### src/rtl/sqrt_iter_ctrl.sv
// Iterative unsigned integer square root, one result bit per clock.
// Start/done handshake, optional round-to-nearest, synchronous abort, back-to-back starts.
module sqrt_iter_ctrl #(
    parameter int WIDTH = 16
) (
    input  logic               clk,
    input  logic               clear,
    input  logic               start,
    input  logic               abort,
    input  logic               round_en,
    input  logic [WIDTH-1:0]   operand,
    output logic               busy,
    output logic               done,
    output logic [WIDTH/2:0]   root,
    output logic [WIDTH/2:0]   rem,
    output logic [1:0]         state
);

    localparam int ROOT_W = WIDTH / 2;
    localparam int CW     = $clog2(ROOT_W);

    typedef enum logic [1:0] {
        IDLE = 2'b00,
        ITER = 2'b01,
        DONE = 2'b10
    } state_e;

    state_e                state_q, state_d;
    logic [WIDTH-1:0]      opSr_q;
    logic [ROOT_W-1:0]     pr_q;
    logic [ROOT_W-1:0]     pq_q;
    logic [CW-1:0]         cnt_q;
    logic                  rnd_q;
    logic [ROOT_W:0]       root_q;
    logic [ROOT_W:0]       rem_q;

    logic [ROOT_W+1:0]     trialRem;
    logic [ROOT_W+1:0]     trialSub;
    logic [ROOT_W+1:0]     prIter;
    logic [ROOT_W-1:0]     pqIter;
    logic                  takeBit;
    logic [ROOT_W:0]       rootFinal;
    logic                  accept;
    logic                  step;
    logic                  finish;

    assign accept = ((state_q == IDLE) || (state_q == DONE)) && start;
    assign step   = (state_q == ITER) && !abort;
    assign finish = step && (cnt_q == '0);

    // One restoring iteration. Only the low ROOT_W bits of the partial remainder
    // ever reach the next trial, so only those are kept between iterations.
    always_comb begin
        trialRem  = {pr_q, opSr_q[WIDTH-1:WIDTH-2]};
        trialSub  = {pq_q, 2'b01};
        takeBit   = (trialRem >= trialSub);
        prIter    = takeBit ? (trialRem - trialSub) : trialRem;
        pqIter    = {pq_q[ROOT_W-2:0], takeBit};
        rootFinal = {1'b0, pqIter};
        if (rnd_q && (prIter > {2'b00, pqIter})) begin
            rootFinal = {1'b0, pqIter} + 1'b1;
        end
    end

    always_ff @(posedge clk or negedge clear) begin
        if (!clear) begin
            state_q <= IDLE;
        end else begin
            state_q <= state_d;
        end
    end

    always_comb begin
        state_d = state_q;
        unique case (state_q)
            IDLE: if (start) state_d = ITER;
            ITER: begin
                if (abort) begin
                    state_d = IDLE;
                end else if (cnt_q == '0) begin
                    state_d = DONE;
                end
            end
            DONE: state_d = start ? ITER : IDLE;
            default: state_d = IDLE;
        endcase
    end

    always_comb begin
        busy  = (state_q != IDLE);
        done  = (state_q == DONE);
        state = state_q;
    end

    always_ff @(posedge clk or negedge clear) begin
        if (!clear) begin
            opSr_q <= '0;
            pr_q   <= '0;
            pq_q   <= '0;
            cnt_q  <= '0;
            rnd_q  <= 1'b0;
        end else if (accept) begin
            opSr_q <= operand;
            pr_q   <= '0;
            pq_q   <= '0;
            cnt_q  <= CW'(ROOT_W - 1);
            rnd_q  <= round_en;
        end else if (step) begin
            opSr_q <= opSr_q << 2;
            pr_q   <= prIter[ROOT_W-1:0];
            pq_q   <= pqIter;
            cnt_q  <= cnt_q - CW'(1);
        end
    end

    // Results only change on a completed final iteration; an abort leaves them intact.
    always_ff @(posedge clk or negedge clear) begin
        if (!clear) begin
            root_q <= '0;
            rem_q  <= '0;
        end else if (finish) begin
            root_q <= rootFinal;
            rem_q  <= prIter[ROOT_W:0];
        end
    end

    assign root = root_q;
    assign rem  = rem_q;

endmodule

### config.mk
export PLATFORM = sky130hd
export DESIGN_NAME = sqrt_iter_ctrl
export DESIGN_NICKNAME = d
export VERILOG_FILES = /design/src/rtl/sqrt_iter_ctrl.sv
export SDC_FILE = /design/constraint.sdc
export NUM_CORES = 1
export LEC_CHECK = 0
export BUFFER_PORTS_ARGS = -buffer_cell sky130_fd_sc_hd__buf_4
export CORE_MARGIN = 2
export CORE_UTILIZATION = 30
export DETAILED_ROUTE_END_ITERATION = 7
export HOLD_SLACK_MARGIN = 0.1
export PLACE_DENSITY = 0.53
export SYNTH_ARGS = -nofsm -noshare
export SYNTH_HDL_FRONTEND = slang
export SYNTH_SLANG_ARGS = --single-unit
### constraint.sdc
create_clock -name clk -period 8.5 [get_ports clk]
set_clock_uncertainty 0.1 [all_clocks]
set_input_delay 1.7 -clock clk [delete_from_list [all_inputs] [get_ports clk]]
set_output_delay 1.7 -clock clk [all_outputs]
set_load 0.02 [all_outputs]
==> out/qor.csv <==
metric;value;unit
status;complete, no violations;
unrepaired setup endpoints after global routing;no;
Leakage;1.78;nW
post-synth top area share;43.3;%
first-pass detailed-route iteration total;4;
die area;11600;µm²
IO Count;43;
Synth Area per Inst;8.74;µm²
starting density of the core;31.0;%
clock latency on the worst-skew pair;0.31;ns
end of the worst hold path;cnt_q[0]$_DFFE_PN0P_;
FF-to-FF End;root[4]$_DFFE_PN0P_;
IO buf count;42;
Worst VDD drop;0.130;mV
top post-synthesis cells by area;dfrtp_1, ha_1, nand2_1, o21ai_0, nand3_1;
H-tree lvl count;2;
# DRC;0;
DIE HEIGHT;108;µm
setup repair bufs after CTS;0;
Slew @ Worst Pin;0.896;ns
number of flops mapped to enable cells by yosys;0;
largest net degree at the start of global routing;57;
Layout Nets;447;
Netlist cell types;47;
hold_sp;cnt_q[0]$_DFFE_PN0P_;
ys flop type;dfrtp_1;
Rel. slew slack;40.3;%
CTS tree;yes;
routed length per instance;14.3;µm
WP data arrival;4.90;ns
vias in the first global route;2639;
mapped cell area;3230;µm²
Worst EP required;8.66;ns
global route overflow;0;
Final ANT Viol Nets;0;
Commonest cells post-synth;nand2_1, dfrtp_1, o21ai_0;
GPL Wtd Cong;0.837;
clock transition at the registers of the reported paths;0.10;ns
Syn-to-layout area delta;16.5;%
FP Rows;37;
area leader, netlist;dfrtp_1;
Initial DRC Count;123;
first-pass GRT wire length;13300;µm
sequential fraction of the synthesis area;43.3;%
Placed Instances;534;
CP Max Fanout;23;
CTS root buffer;clkbuf_8;
Vias/cell;4.98;
most common cell in the netlist;nand2_1;
cts-stage hold buffer count;0;
reg-to-reg critical path startpoint;pq_q[0]$_DFFE_PN0P_;
die width;108;µm
Max Slew Vio Count;0;
Mapped Nets;412;
largest family of logic cells by synthesized area;simple AND/OR/NAND/NOR gates;
post-cts resize count;0;
Total Power;1.35;mW
# setup viols final;0;
diode count;0;
Max Cap Viol;0;
hold crit path type;reg -> reg;
mux contribution to synthesized area;1.93;%
via count;2701;
Critical Path Start;pq_q[0]$_DFFE_PN0P_;
Total GRT Usage;14.1;%
Post-Synth XOR/XNOR Area;2.44;%
power density over the cells;359;nW/µm²
Final Critical Period;4.74;ns
Routed WL;7750;µm
dpl hpwl;5690;µm
synth warn;0;
Compound-Gate Fraction of Synth Area;19.0;%
Core Region;10400;µm²
Min-Delay Path Depth;1;
clock tree buffer depth;2;
Post-Syn Instances;370;
register bit total from synthesis;56;
Post-Synth Adder-Cell Area;8.13;%
Setup crit end kind;register;
setup_tns;0;ns
CP startpoint kind;register;
Tcrit/Tclk final;55.8;%
initial antenna violation count;0;
cts bufs inserted;5;
worst reg2reg path depth;17;
Crit Path Class;reg -> reg;
post-route non-filler standard cell count;542;
clock sink total;56;
R2R setup slack;3.76;ns
Final Hold Viols;0;
Async SR Flop Fraction;100;%
fraction of layout instances using a drive strength above 1;16.3;%
Post-Synth Simple-Gate Area;20.2;%
Fmax;211;MHz
==> worst max-delay path by stage <==
stage | slack, ns | endpoint
floorplan | 4.52 | root[3]$_DFFE_PN0P_
global placement | 3.94 | root[3]$_DFFE_PN0P_
detailed placement | 3.82 | root[3]$_DFFE_PN0P_
CTS | 3.79 | root[3]$_DFFE_PN0P_
global route | 3.27 | root[7]$_DFFE_PN0P_
finish | 3.76 | root[4]$_DFFE_PN0P_
==> logic make-up (layout without fill, tap and decap cells) <==
group,Yosys count,count (layout)
AND/OR/NAND/NOR,139,139
AO/OA/AOI/OAI,98,98
flip-flops,56,56
buffers and inverters,41,77
adder cells (fa/ha/maj),21,21
XOR/XNOR,9,9
multiplexers,6,6
==> cells in the final DEF, fill, tap and decap left out, types with 4 or more instances in the layout <==
| cell | count |
|---|---|
| nor2b_1 | 5 |
| nand3_1 | 21 |
| o21ai_1 | 7 |
| a21oi_1 | 14 |
| ha_1 | 21 |
| inv_1 | 23 |
| nand2b_1 | 4 |
| nand4_1 | 4 |
| clkbuf_8 | 6 |
| a22oi_1 | 13 |
| o21ai_0 | 39 |
| nor3_1 | 12 |
| dfrtp_1 | 56 |
| nor2_1 | 10 |
| nand2_1 | 70 |
| xnor2_1 | 6 |
| mux2i_1 | 4 |
| buf_4 | 45 |
==> layout make-up <==
type / count / area, µm²
clock inverters: 1 / 7.51
inverters: 24 / 90.1
clock buffers: 7 / 86.3
well taps: 136 / 170
repair buffers: 45 / 338
flip-flops and latches: 56 / 1400
multi-input cells: 273 / 1670
fillers: 1098 / 6650
==> where the power goes <==
group	internal (mW)	leakage, nW	switching (mW)
Sequential	0.329	0.730	0.0467
Combinational	0.320	1.00	0.503
Clock	0.0665	0.0445	0.0861
Total	0.715	1.78	0.636
==> critical path, cell delays in order, from the launching register on <==
cell and delay, ns:
dfrtp_1 0.40, inv_1 0.11, ha_1 0.36, and2b_1 0.18, o21ai_2 0.09, a311o_1 0.35, o21ai_2 0.69, mux2i_1 0.40
inv_1 0.08, ha_1 0.30, nand4_1 0.16, a21oi_1 0.20, nor4_2 0.08, o31ai_1 0.35, o21ai_0 0.19, a21oi_4 0.24
mux2_2 0.35, nand2_1 0.06
==> registers in the layout, indices dropped and copies added, names as in the netlist <==
signal / cells
pr_q: 8
state: 2
rem: 9
opSr_q: 16
pq_q: 8
root: 9
cnt_q: 3
rnd_q: 1
==> per-stage QoR <==
| stage | setup WS [ns] | utilization (%) | hold WS [ns] | cell area, µm² |
|---|---|---|---|---|
| final | 3.76 | 36.2 | 0.383 | 3770 |
| after detailed placement | 3.82 | 35.3 | 0.363 | 3670 |
| after global routing | 3.27 | 36.2 | 0.416 | 3770 |
| after floorplan | 4.52 | - | 0.345 | 3230 |
| after global placement | 3.94 | 35.3 | 0.357 | 3670 |
| after CTS | 3.79 | 36.2 | 0.382 | 3770 |
==> per-layer routing <==
layer,routed length [µm],global-route usage (%)
met5,0,0
met4,52,2.01
met3,347,2.66
met2,3520,22.1
met1,3830,20.7
Power figures use the tool's default switching activity.
